===== config.mk =====
export PLATFORM = sky130hd
export DESIGN_NAME = ram_6c_arbiter
export DESIGN_NICKNAME = d
export VERILOG_FILES = /design/src/rtl/ram_6c_arbiter.sv
export SDC_FILE = /design/constraint.sdc
export NUM_CORES = 1
export LEC_CHECK = 0
export BUFFER_PORTS_ARGS = -buffer_cell sky130_fd_sc_hd__buf_2
export CAP_MARGIN = 15
export CORE_MARGIN = 1.5
export CORE_UTILIZATION = 39
export CTS_CLUSTER_DIAMETER = 200
export CTS_CLUSTER_SIZE = 10
export DETAILED_ROUTE_END_ITERATION = 12
export MAX_ROUTING_LAYER = met4
export PLACE_DENSITY = 0.88
export SYNTH_ARGS = -nofsm -noshare
export SYNTH_HDL_FRONTEND = slang
export SYNTH_SLANG_ARGS = --single-unit

===== constraint.sdc =====
create_clock -name clock -period 1.6 [get_ports clock]
set_input_delay 0.08 -clock clock [delete_from_list [all_inputs] [get_ports clock]]
set_output_delay 0.08 -clock clock [all_outputs]
set_load 0.005 [all_outputs]

===== src/rtl/ram_6c_arbiter.sv =====
// Shares one sync-read RAM between CPU and video scan; zero-fills it after reset, then round-robins.
// Grant is same-cycle, ack/data one cycle later; a losing requester just keeps req high and retries.
module ram_6c_arbiter #(
  parameter int addr_width_g = 11,
  parameter int data_width_g = 8
) (
  input  logic                    clock,
  input  logic                    reset,
  input  logic                    cpu_req,
  input  logic                    cpu_we,
  input  logic [addr_width_g-1:0] cpu_addr,
  input  logic [data_width_g-1:0] cpu_din,
  output logic                    cpu_ack,
  output logic [data_width_g-1:0] cpu_dout,
  input  logic                    vid_req,
  input  logic [addr_width_g-1:0] vid_addr,
  output logic                    vid_ack,
  output logic [data_width_g-1:0] vid_dout,
  output logic [addr_width_g-1:0] ram_address,
  output logic [data_width_g-1:0] ram_data,
  output logic                    ram_wren,
  input  logic [data_width_g-1:0] ram_q,
  output logic                    clearing
);

  typedef enum logic {CLEAR, RUN} state_t;

  state_t                  state;
  logic [addr_width_g-1:0] clr_addr;
  logic                    cpu_pend;
  logic                    vid_pend;
  logic                    last_vid;
  logic                    cpu_elig;
  logic                    vid_elig;
  logic                    cpu_grant;
  logic                    vid_grant;

  // A requester in its own ack cycle is masked, so two sides interleave back to back.
  always_comb begin
    cpu_elig  = (state == RUN) && cpu_req && !cpu_pend;
    vid_elig  = (state == RUN) && vid_req && !vid_pend;
    cpu_grant = cpu_elig && (!vid_elig || last_vid);
    vid_grant = vid_elig && !cpu_grant;
  end

  always_comb begin
    ram_address = '0;
    ram_data    = '0;
    ram_wren    = 1'b0;
    if (state == CLEAR) begin
      ram_address = clr_addr;
      ram_wren    = 1'b1;
    end else if (cpu_grant) begin
      ram_address = cpu_addr;
      ram_data    = cpu_din;
      ram_wren    = cpu_we;
    end else if (vid_grant) begin
      ram_address = vid_addr;
    end
  end

  always_ff @(posedge clock) begin
    if (reset) begin
      state    <= CLEAR;
      clr_addr <= '0;
      cpu_ack  <= 1'b0;
      vid_ack  <= 1'b0;
      cpu_pend <= 1'b0;
      vid_pend <= 1'b0;
      last_vid <= 1'b1;
    end else begin
      cpu_ack  <= cpu_grant;
      vid_ack  <= vid_grant;
      cpu_pend <= cpu_grant;
      vid_pend <= vid_grant;
      if (cpu_grant) begin
        last_vid <= 1'b0;
      end else if (vid_grant) begin
        last_vid <= 1'b1;
      end
      if (state == CLEAR) begin
        clr_addr <= clr_addr + addr_width_g'(1);
        if (&clr_addr) begin
          state <= RUN;
        end
      end
    end
  end

  assign cpu_dout = ram_q;
  assign vid_dout = ram_q;
  assign clearing = (state == CLEAR);

endmodule


==> results of run 1 <==
-- cell families after synthesis --
kind of cell             after synthesis  synth area share, %
adder cells (fa/ha/maj)                1                 1.20
AND/OR/NAND/NOR                       50                 29.3
flip-flops                            15                 28.7
buffers and inverters                 26                 16.7
AO/OA/AOI/OAI                         28                 19.7
multiplexers                           1                0.957
XOR/XNOR                               4                 3.35
-- cell usage in the layout, fill, tap and decap left out, types with 2 or more instances in the layout --
master / Yosys / final
buf_2: 2 / 57
nor2b_1: 13 / 13
dfxtp_1: 15 / 11
a221o_1: 10 / 10
a21oi_1: 9 / 9
buf_4: 16 / 9
and3_1: 8 / 7
nor2_1: 7 / 7
o31ai_1: 4 / 4
or4_1: 4 / 4
nand3_1: 4 / 3
xor2_1: 3 / 3
or3_1: 3 / 3
clkbuf_4: 0 / 3
dfxtp_2: 0 / 3
and3_2: 1 / 2
inv_1: 2 / 2
and2_4: 1 / 2
nand3b_1: 2 / 2
nand4b_1: 2 / 2
nand2_1: 2 / 2
o21ai_0: 2 / 2
-- layout make-up --
cell class,instances,area share [%]
tap,30,2.82
multi-input combinational,85,44.2
timing repair buffer,67,27.3
inverter,2,0.564
sequential,15,23.1
clock buffer,4,1.97
-- repair_timing --
| item | in CTS | in global routing |
|---|---|---|
| resized for setup | 6 | 4 |
| setup endpoints to repair | 10 | 21 |
| buffers inserted | 2 | 2 |
| gates cloned | 1 | 0 |
| pin swaps | 12 | 0 |
-- critical path: stages (launching register included) --
cell	delay [ns]
dfxtp_2	0.33
or3b_4	0.40
and2_4	0.18
a221o_1	0.32
buf_2	0.13
-- sequential cells by signal, summed over array words and instances (netlist names) --
register / flops
clr_addr: 11
state: 1
cpu_pend: 1
last_vid: 1
vid_pend: 1
-- path summary, 6_finish.rpt --
kind                                  start              to  slack (ns)  depth (start not counted)
worst min-delay path                  reset     clr_addr[2]        0.12                          2
worst max register to register     vid_pend        cpu_pend        0.09                          6
worst min register to register  clr_addr[8]     clr_addr[8]        0.51                          2
worst max-delay path               vid_pend  ram_address[6]       -0.13                          4
-- per-layer routing --
metal	wire, um	GRT usage [%]	up-vias
met4	45	7.08	0
met5	0	-	-
li1	-	-	543
met1	1170	22.0	489
met2	1250	30.4	47
met3	231	3.55	8
-- stage by stage --
step,std cells,setup WS (ns)
after floorplan,125,0.105
after global placement,194,0.143
after detailed placement,194,0.138
after CTS,201,-0.141
after global routing,203,-0.190
final,203,-0.133
-- power groups by stage --
stage	combinational, mW	sequential [mW]	clock [mW]
after floorplan	0.0617	0.395	0
after global placement	0.0822	0.397	0
after detailed placement	0.0830	0.397	0
after CTS	0.0838	0.388	0.222
after global routing	0.0944	0.388	0.242
final	0.0832	0.387	0.220
==> impl_metrics.csv, run 1 <==
group,metric,value,unit
floorplanning,dieArea,0.00300,mm^2
clocking,path_clk_slew,0.09,ns
synth,synth_top_area_share,28.7,%
routing,antenna_left,0,
power,intPower,526,uW
worst_hold_path,min_path_type,"in2reg",
power,total_power,690,uW
power,switching_share,23.7,%
setup_path,cp_max_fo,6,
run_status,violations,"setup timing",
job,max_cap_violations,0,
final_layout,ff_latch_area,308,um^2
routing,dr_total_vias,1087,
grt,antenna_found_initial,0,
routing,wl_per_cell,13.3,um
sta,clock_skew,0.00927,ns
sta,hold_ws,0.123,ns
synth,synth.distinct_cells,31,
placement,placed_area,0.00125,mm^2
power,comb_power_share,12.1,%
clocking,htreeDepth,1,
grt,grt_usage,18.4,%
floorplanning,start_util,41.8,%
clocking,clock_latency,0.29,ns
sta,fmax,577,MHz
floorplanning,ios,82,
clocking,cts_tree,"built",
power,p_sw,163,uW
sta,hold_viol,0,
placement,hpwlAfterDp,1970,um
grt,grt_pass1_vias,896,
final_layout,diodes,0,
sta,tightest_slew,0.258,ns
synth,yosysTopAreaCell,"dfxtp_1",
routing,vias_per_cell,5.35,
synth,synthesis.area,0.00105,mm^2
clocking,cts_buffers,3,
power,power_density,518,mW/mm^2
power,ir_worst_vdd,0.308,mV
sta,fin_crit,1.73,ns
synth,ys_async_sr_fraction,0,%
final_layout,drive_gt1_share,46.2,%
grt,grt_max_degree,16,
floorplanning,fp-row-count,18,
final_layout,nets,218,
final_layout,fillers,241,
clocking,ctsHoldBuffers,0,
setup_path,worstPathArrival,1.65,ns
synth,synth_edf_count,0,
run_status,outcome,"finished with violations",
placement,gp_congestion,0.805,
power,p_leak,0.676,nW
routing,first_pass_iters,4,
sta,fin_setup_tns,-1.18,ns
routing,drc_errors,0,
synth,synth_area_per_cell,8.37,um^2
grt,grt_pass1_wl,3850,um
synth,synthCells,125,
floorplanning,design.core.area,0.00250,mm^2
sta,slew_viol_final,0,
final_layout,syn2layout_area_growth,27.3,%
sta,finalSetupViolCount,11,
clocking,cts-root-buf,"clkbuf_4",
sta,rsz0062_at_grt,"yes",
sta,slew_headroom,82.8,%
routing,drt_iter0_markers,10,
synth,synth-warning-count,0,
synth,netlist_top_cells_area,"dfxtp_1, buf_4, a221o_1, nor2b_1, and3_1",
floorplanning,die_h,54.8,um
clocking,clock_path_buffers,2,
clocking,clock_sinks,15,
synth,synth-main-ff-cell,"dfxtp_1",
final_layout,fin_area,0.00133,mm^2
synth,ys_ff_latch,15,
synth,syn-num-nets,169,
synth,ys_top_cells_by_count,"buf_4, dfxtp_1, nor2b_1",
synth,seq_area_frac_synth,28.7,%
synth,synth_most_common_cell,"buf_4",
sta,period_share,108,%
floorplanning,die_w,54.8,um
power,clkPwrFrac,31.9,%
placement,portBuffers,57,
grt,grt_overflow,0,
setup_path,cp-end-kind,"output pin",
final_layout,final_core_util,53.3,%
routing,routed_wl,2690,um
sta,layout_setup_ws,-0.133,ns
setup_path,cp.required,1.52,ns
setup_path,cp-start-kind,"flop",
setup_path,crit_type,"reg2out",
final_layout,multi_input_area,588,um^2
power,p_seq_share,56.1,%
Note: power is estimated with default switching activity, not from simulation.
==> run 2: changes to the inputs <==
--- a/config.mk
+++ b/config.mk
@@ -7,7 +7,7 @@
 export LEC_CHECK = 0
 export BUFFER_PORTS_ARGS = -buffer_cell sky130_fd_sc_hd__buf_2
 export CAP_MARGIN = 15
-export CORE_MARGIN = 1.5
+export CORE_MARGIN = 4
 export CORE_UTILIZATION = 39
 export CTS_CLUSTER_DIAMETER = 200
 export CTS_CLUSTER_SIZE = 10
==> impl_metrics.csv, run 2 (synthesis results as in run 1) <==
group,metric,value,unit
floorplanning,design.core.area,0.00252,mm^2
clocking,htreeDepth,1,
sta,fin_crit,1.73,ns
power,p_seq_share,56.6,%
power,switching_share,23.2,%
clocking,cts_buffers,3,
floorplanning,dieArea,0.00357,mm^2
clocking,clock_sinks,15,
grt,grt_pass1_vias,977,
placement,dp_cells,194,
sta,fmax,577,MHz
routing,vias_per_cell,5.50,
final_layout,final_common_cell,"buf_2",
final_layout,final_cell_mix,"buf_2, nor2b_1, dfxtp_1",
routing,routed_wl,2960,um
grt,grt_overflow,0,
final_layout,ff_latch_area,304,um^2
power,ir_worst_vdd,0.460,mV
final_layout,multi_input_area,593,um^2
final_layout,syn2layout_area_growth,27.4,%
placement,placed_area,0.00125,mm^2
power,p_leak,0.673,nW
placement,gp_congestion,0.779,
grt,grt_usage,16.2,%
final_layout,diodes,0,
power,power_density,515,mW/mm^2
clocking,clock_path_buffers,2,
job,max_cap_violations,0,
grt,grt_max_degree,16,
floorplanning,fp-row-count,18,
setup_path,cp_max_fo,7,
setup_path,cp-start-kind,"flop",
power,clkPwrFrac,31.3,%
sta,hold_viol,0,
sta,hold_ws,0.134,ns
placement,portBuffers,57,
clocking,cts-root-buf,"clkbuf_4",
routing,drt_iter0_markers,53,
floorplanning,start_util,41.5,%
sta,rsz0062_at_grt,"yes",
setup_path,cp.required,1.52,ns
run_status,violations,"setup timing",
final_layout,largest_reg_flops,11,
grt,grt_pass1_wl,4290,um
sta,clock_skew,0.00340,ns
final_layout,fin_area,0.00133,mm^2
floorplanning,ios,82,
sta,slew_headroom,82.6,%
routing,wl_per_cell,14.6,um
clocking,clock_latency,0.28,ns
placement,dp_slack,0.118,ns
final_layout,top_register,"clr_addr",
setup_path,worstPathArrival,1.65,ns
power,comb_power_share,12.1,%
final_layout,final_core_util,52.8,%
sta,tightest_slew,0.261,ns
setup_path,cp-end-kind,"output pin",
sta,layout_setup_ws,-0.134,ns
clocking,cts_tree,"built",
final_layout,fillers,260,
power,intPower,527,uW
final_layout,nets,218,
power,p_sw,160,uW
run_status,outcome,"finished with violations",
grt,antenna_found_initial,0,
power,total_power,686,uW
routing,dr_total_vias,1117,
final_layout,drive_gt1_share,46.2,%
clocking,path_clk_slew,0.09,ns
routing,antenna_left,0,
sta,finalSetupViolCount,19,
routing,drc_errors,0,
final_layout,final_cells,203,
routing,first_pass_iters,4,
floorplanning,die_w,59.8,um
sta,slew_viol_final,0,
worst_hold_path,min_path_type,"in2reg",
placement,hpwlAfterDp,2150,um
floorplanning,die_h,59.8,um
sta,period_share,108,%
setup_path,crit_type,"reg2out",
sta,fin_setup_tns,-1.44,ns
run 2: cell counts in the layout (fill, tap and decap cells not counted):
No cell type changed its count.
run 2: cell type report:
class                      instances  area share (%)
clock buffer                       4            1.97
inverter                           2           0.563
multi-input combinational         85            44.5
sequential                        15            22.8
tap                               30            2.82
timing repair buffer              67            27.3
run 2: routing by layer:
metal,up-vias,track usage (%),part of all wire (%)
met2,67,26.5,49
met1,503,19.2,38
met5,-,-,0
met4,0,4.43,0.57
li1,541,-,-
met3,6,4.97,12
run 2: timing repair:
item,4_1_cts,5_1_grt
endpoints found under the hold margin,0,0
hold buffers,0,0
setup buffers,3,1
gates resized for setup,5,4
pin swaps,11,2
cloned,1,0
endpoints found under the setup margin,10,19
run 2: critical path, cell delays in order, from the launching register on:
cell,delay (ns)
dfxtp_2,0.32
or3b_4,0.41
and2_4,0.19
a221o_1,0.32
buf_2,0.13
run 2: worst paths after layout:
kind | from | to | slack, ns | depth (start not counted)
setup / recovery | last_vid | ram_address[7] | -0.13 | 4
hold / removal | reset | clr_addr[3] | 0.13 | 2
setup reg to reg | clr_addr[0] | clr_addr[10] | 0.09 | 4
hold reg to reg | clr_addr[9] | clr_addr[9] | 0.52 | 2
run 2: power by group through the flow:
stage          clock [mW]  sequential [mW]  combinational [mW]
2_1_floorplan           0            0.395              0.0617
3_3_place_gp            0            0.396              0.0803
3_5_place_dp            0            0.397              0.0821
4_1_cts             0.224            0.388              0.0824
5_1_grt             0.247            0.390              0.0918
6_report            0.215            0.388              0.0831
